`config.mk`:
```
export PLATFORM = sky130hd
export DESIGN_NAME = window_seq_ctrl
export DESIGN_NICKNAME = d
export VERILOG_FILES = /design/src/rtl/window_seq_ctrl.sv
export SDC_FILE = /design/constraint.sdc
export NUM_CORES = 1
export LEC_CHECK = 0
export ABC_AREA = 1
export BUFFER_PORTS_ARGS = -buffer_cell sky130_fd_sc_hd__buf_4
export CAP_MARGIN = 25
export CORE_AREA = 2 2 112 114
export CTS_BUF_LIST = sky130_fd_sc_hd__clkbuf_8
export CTS_CLUSTER_SIZE = 12
export DETAILED_ROUTE_END_ITERATION = 7
export DIE_AREA = 0 0 114 116
export GPL_TIMING_DRIVEN = 0
export PLACE_DENSITY_LB_ADDON = 0.05
export SLEW_MARGIN = 20
export SYNTH_ARGS = -nofsm -noshare
export SYNTH_HDL_FRONTEND = slang
export SYNTH_SLANG_ARGS = --single-unit
```
`constraint.sdc`:
```
create_clock -name clk -period 2.9 [get_ports clk]
set_input_delay 0.58 -clock clk [delete_from_list [all_inputs] [get_ports clk]]
set_output_delay 0.58 -clock clk [all_outputs]
set_load 0.01 [all_outputs]
```
`src/rtl/window_seq_ctrl.sv`:
```
// Sequencer for the radar noise-reducer sliding window: feeds points into the window buffer,
// kicks the filter once per complete window, pads/clears at end of frame.
module window_seq_ctrl #(
  parameter int PT_W    = 128,
  parameter int WIN_LEN = 5,
  parameter int TIMEOUT = 1024,
  parameter int CNT_W   = 16
) (
  input  logic             clk,
  input  logic             rst,
  input  logic             s_valid_i,
  output logic             s_ready_o,
  input  logic [PT_W-1:0]  s_point_i,
  input  logic             s_last_i,
  output logic             buf_shift_o,
  output logic [PT_W-1:0]  buf_point_o,
  output logic             buf_clear_o,
  output logic             filt_start_o,
  input  logic             filt_done_i,
  output logic             frame_done_o,
  output logic [CNT_W-1:0] win_count_o,
  output logic             err_timeout_o,
  output logic             err_spurious_o
);

  localparam int HALF = WIN_LEN / 2;
  localparam int FW   = $clog2(WIN_LEN + 1);
  localparam int TW   = (TIMEOUT > 1) ? $clog2(TIMEOUT) : 1;
  localparam logic [FW-1:0] WIN_C    = FW'(WIN_LEN);
  localparam logic [FW-1:0] HALF_C   = FW'(HALF);
  localparam logic [TW-1:0] TMO_LAST = TW'(TIMEOUT - 1);

  typedef enum logic [1:0] {ACCEPT, FILTER, DRAIN, CLEAR} state_e;

  state_e           state_q, state_d;
  logic [FW-1:0]    fill_q, fill_d, pad_q, pad_d, fill_nxt;
  logic [TW-1:0]    tmo_q, tmo_d;
  logic             last_q, last_d;
  logic [CNT_W-1:0] win_q, win_d;
  logic             tmo_err_q, tmo_err_d, spur_q, spur_d;
  logic             start_q, fdone_q;

  // fill_cnt saturates so every shift after the first full window completes a new window
  assign fill_nxt = (fill_q == WIN_C) ? fill_q : fill_q + 1'b1;

  always_comb begin
    state_d     = state_q;
    fill_d      = fill_q;
    pad_d       = pad_q;
    tmo_d       = '0;
    last_d      = last_q;
    win_d       = win_q;
    tmo_err_d   = tmo_err_q;
    spur_d      = spur_q | (filt_done_i & (state_q != FILTER));
    s_ready_o   = (state_q == ACCEPT);
    buf_shift_o = 1'b0;
    buf_point_o = s_point_i;
    buf_clear_o = 1'b0;
    case (state_q)
      ACCEPT: begin
        buf_shift_o = s_valid_i;
        if (s_valid_i) begin
          fill_d = fill_nxt;
          last_d = s_last_i;
          if (fill_q == '0) win_d = '0;
          if (fill_nxt == WIN_C)  state_d = FILTER;
          else if (s_last_i)      state_d = (HALF > 0) ? DRAIN : CLEAR;
        end
      end
      FILTER: begin
        tmo_d = tmo_q + 1'b1;
        if (filt_done_i || tmo_q == TMO_LAST) begin
          if (tmo_q == TMO_LAST) tmo_err_d = 1'b1;
          if (win_q != '1) win_d = win_q + 1'b1;
          tmo_d = '0;
          if (!last_q)             state_d = ACCEPT;
          else if (pad_q < HALF_C) state_d = DRAIN;
          else                     state_d = CLEAR;
        end
      end
      DRAIN: begin
        buf_shift_o = 1'b1;
        buf_point_o = '1;
        pad_d       = pad_q + 1'b1;
        fill_d      = fill_nxt;
        if (fill_nxt == WIN_C)    state_d = FILTER;
        else if (pad_d == HALF_C) state_d = CLEAR;
      end
      CLEAR: begin
        buf_clear_o = ~rst;
        fill_d      = '0;
        pad_d       = '0;
        last_d      = 1'b0;
        state_d     = ACCEPT;
      end
      default: state_d = ACCEPT;
    endcase
  end

  always_ff @(posedge clk) begin
    if (rst) begin
      state_q   <= ACCEPT;
      fill_q    <= '0;
      pad_q     <= '0;
      tmo_q     <= '0;
      last_q    <= 1'b0;
      win_q     <= '0;
      tmo_err_q <= 1'b0;
      spur_q    <= 1'b0;
      start_q   <= 1'b0;
      fdone_q   <= 1'b0;
    end else begin
      state_q   <= state_d;
      fill_q    <= fill_d;
      pad_q     <= pad_d;
      tmo_q     <= tmo_d;
      last_q    <= last_d;
      win_q     <= win_d;
      tmo_err_q <= tmo_err_d;
      spur_q    <= spur_d;
      start_q   <= (state_d == FILTER) && (state_q != FILTER);
      fdone_q   <= (state_q == CLEAR);
    end
  end

  assign filt_start_o   = start_q;
  assign frame_done_o   = fdone_q;
  assign win_count_o    = win_q;
  assign err_timeout_o  = tmo_err_q;
  assign err_spurious_o = spur_q;

endmodule

```
==> impl_results.md <==
* Worst slew pin tran at 574 ps
* CP Data Required Time at 2320 ps
* Post-layout min period at 2600 ps
* Pint at 1.26 mW
* Fill count at about 1,200
* Critical path class: reg -> out
* Fin crit share at 89.5%
* Flip-flop and latch count after synthesis at 39
* Core box area at 11,900 um^2
* Max Cap Viol at 0
* DPL Wire Length at 11,000 um
* Critical Path Fanout Max at 10
* Diodes inserted at 0
* CTS max path bufs at 2
* DR vias/cell at 4.38
* Clock Latency Late Sink at 300 ps
* Final Non-Filler Cells at 907
* # clock sinks at 39
* Grt met1 use at 21.3%
* Cell Rows at 40
* IO Pins at between 200 and 300
* Layout net count at 899
* Layout area overhead at 78.9%
* Critical Path Start Type: flop
* IO Port Bufs at around 280
* Synth Cell Area at ~3000 um^2
* Setup TNS at 0 ps
* Wirelength per Cell at roughly 14 um
* Count of cell types in the netlist at 31
* Post_cts resized at 0
* Lkg Pwr at 2.64 nW
* Power density cells at 337 nW/um^2
* TritonCTS Buffers at 5
* Most Crowded Layer GR: met2
* First-pass GRT wire length at 18,400 um
* Initial Util at between 20 and 30%
* Maximum VDD drop at 164 uV
* CTS H-Tree Depth at 2
* DIE HEIGHT at 116 um
* Hold slack final at 449 ps
* Clock share of power at 26.1%
* Peak Freq at ~0.39 GHz
* Power Total at 1.85 mW
* Register area share after synthesis at 25.5%
* Vias in the first global route at around 3,600
* Synth Net Count at just over 600
* Worst-path clk slew at approximately 90 ps
* Switching Fraction at 31.6%
* Fin. Hold Viols at 0
* DRC Markers at 0
* Die Area at 13,200 um^2
* Largest net degree at the start of global routing at 15
* Met3 GRT Util at 4.39%
* Share of cells above drive strength 1 at a little under 60%
* Worst Path Arrival at between 2000 and 2500 ps
* Synthesized instance count at 470
* Die width at ~110 um
* RSZ-0062 raised after global routing: no
* Top cells by area, synth: or2_2 27%, dfxtp_1 25%, nand2_1 11%
* TritonCTS clock tree: yes
* Grt ovf at 0
* Dominant cell type by area after synthesis: or2_2
* CTS hold repair buffers at 0
* Gpl congestion at 0.883
* Post-CTS Setup Inserts at 0
* Total number of vias at 3,972
* Detailed Routing Iterations Pass 1 at 4
* Comb pwr share at 43.8%
* Initial antenna violation count at 0
* Fin Clk Skew at 9.76 ps
* Yosys top cell area share at 26.5%
* Reg power frac at a little under a third
* Placed cell count at 899
* Final setup fails at 0
* Antenna Violating Nets Remaining at 0
* Number of synthesis warnings at 0
* Outcome: finished, final reports clean
* Grt met2 use at 31.8%
* Net switching power at 583 uW
* Slew HR at ~62%
* Drt total wl at 12,800 um
* Gr usage total at 17.5%
* CP Capture Type: output port
* Slew Viols, Final at 0
* Syn_area_per_cell at 6.52 um^2
* Root Buffer: clkbuf_8
* Min-Delay Path Class: reg -> reg
* Initial DRC count at 179
-- metal layers --
layer | wire length [um] | vias up
li1 | - | 2032
met2 | 6530 | 181
met3 | 1050 | 6
met5 | 0 | -
met1 | 5180 | 1753
met4 | 65 | 0
-- layout by cell type, fill, tap and decap left out, drive strengths merged, types with 6 or more instances in the layout --
| cell | count |
|---|---|
| a21oi | 26 |
| buf | 288 |
| clkbuf | 21 |
| dfxtp | 39 |
| ha | 7 |
| inv | 42 |
| nand2 | 91 |
| nand3 | 28 |
| nand4 | 8 |
| nor2 | 53 |
| o21ai | 7 |
| or2 | 130 |
| xor2 | 6 |
-- power by group through the flow --
stage | combinational [mW] | clock [mW] | sequential [mW]
floorplan | 0.365 | 0 | 0.567
global placement | 0.818 | 0 | 0.568
detailed placement | 0.818 | 0 | 0.569
CTS | 0.821 | 0.496 | 0.556
global route | 0.876 | 0.519 | 0.558
finish | 0.808 | 0.482 | 0.556
-- cell type report --
| type | count | area (um^2) | share of cell area [%] |
|---|---|---|---|
| Timing Repair Buffer | 282 | 2120 | 38.6 |
| Inverter | 41 | 154 | 2.81 |
| Sequential cell | 39 | 781 | 14.2 |
| Clock inverter | 3 | 47.5 | 0.867 |
| Multi-Input combinational cell | 368 | 2020 | 36.9 |
| Tap cell | 147 | 184 | 3.36 |
| Clock buffer | 5 | 68.8 | 1.26 |
| Buffer | 22 | 109 | 1.99 |
-- stage by stage --
| step | area, um^2 | setup slack [ps] | util [%] |
|---|---|---|---|
| finish | 5480 | 303 | 46.0 |
| CTS | 5480 | 207 | 46.0 |
| global route | 5480 | 39.6 | 46.0 |
| detailed placement | 5370 | 572 | 45.0 |
| global placement | 5370 | 596 | 45.0 |
| floorplan | 3060 | 1110 | - |
-- cells by family after synthesis --
group | share of synthesized area [%]
buffers and inverters | 8.57
adders and majority gates | 2.86
AOI/OAI and AO/OA | 6.94
and+or+nand+nor | 53.9
xor gates and xnor gates | 2.29
DFF | 25.5
-- Yosys cell counts --
master	instances
a211oi_1	1
nand2_4	1
nor2_2	5
dfxtp_1	39
clkbuf_1	16
buf_2	3
o22ai_1	1
nor3_1	2
inv_2	2
buf_8	1
a21oi_1	23
nand2_2	3
nand3_1	26
xnor2_1	2
o21ai_0	7
nand4_1	7
inv_1	39
o21bai_1	3
nand4_2	1
nand2_1	87
nand3_2	1
or2_2	130
nand3_4	1
buf_4	1
ha_1	7
buf_6	1
xor2_1	6
nor2_1	45
nor3b_1	3
nor2_4	3
a21oi_2	3
-- sequential cells by signal (all words and copies together) (netlist names) --
name and count:
err_timeout_o 1, fill_q 3, filt_start_o 1, err_spurious_o 1, state_q 2, win_count_o 16, frame_done_o 1, last_q 1
pad_q 3, tmo_q 10
-- path summary, 6_finish.rpt --
kind | start | endpoint | slack [ps] | cells after the start
max | state_q[1] | buf_point_o[81] | 300 | 7
min | tmo_q[0] | tmo_q[0] | 450 | 1
max reg2reg | win_count_o[0] | win_count_o[9] | 890 | 11
min reg2reg | tmo_q[0] | tmo_q[0] | 450 | 1
-- critical path, cell delays in order, from the launching register on --
cell,delay [ps]
dfxtp_1,310
buf_4,170
inv_1,80
nor2_2,270
buf_2,300
clkbuf_1,290
or2_2,180
buf_4,110
Power figures use the tool's default switching activity.
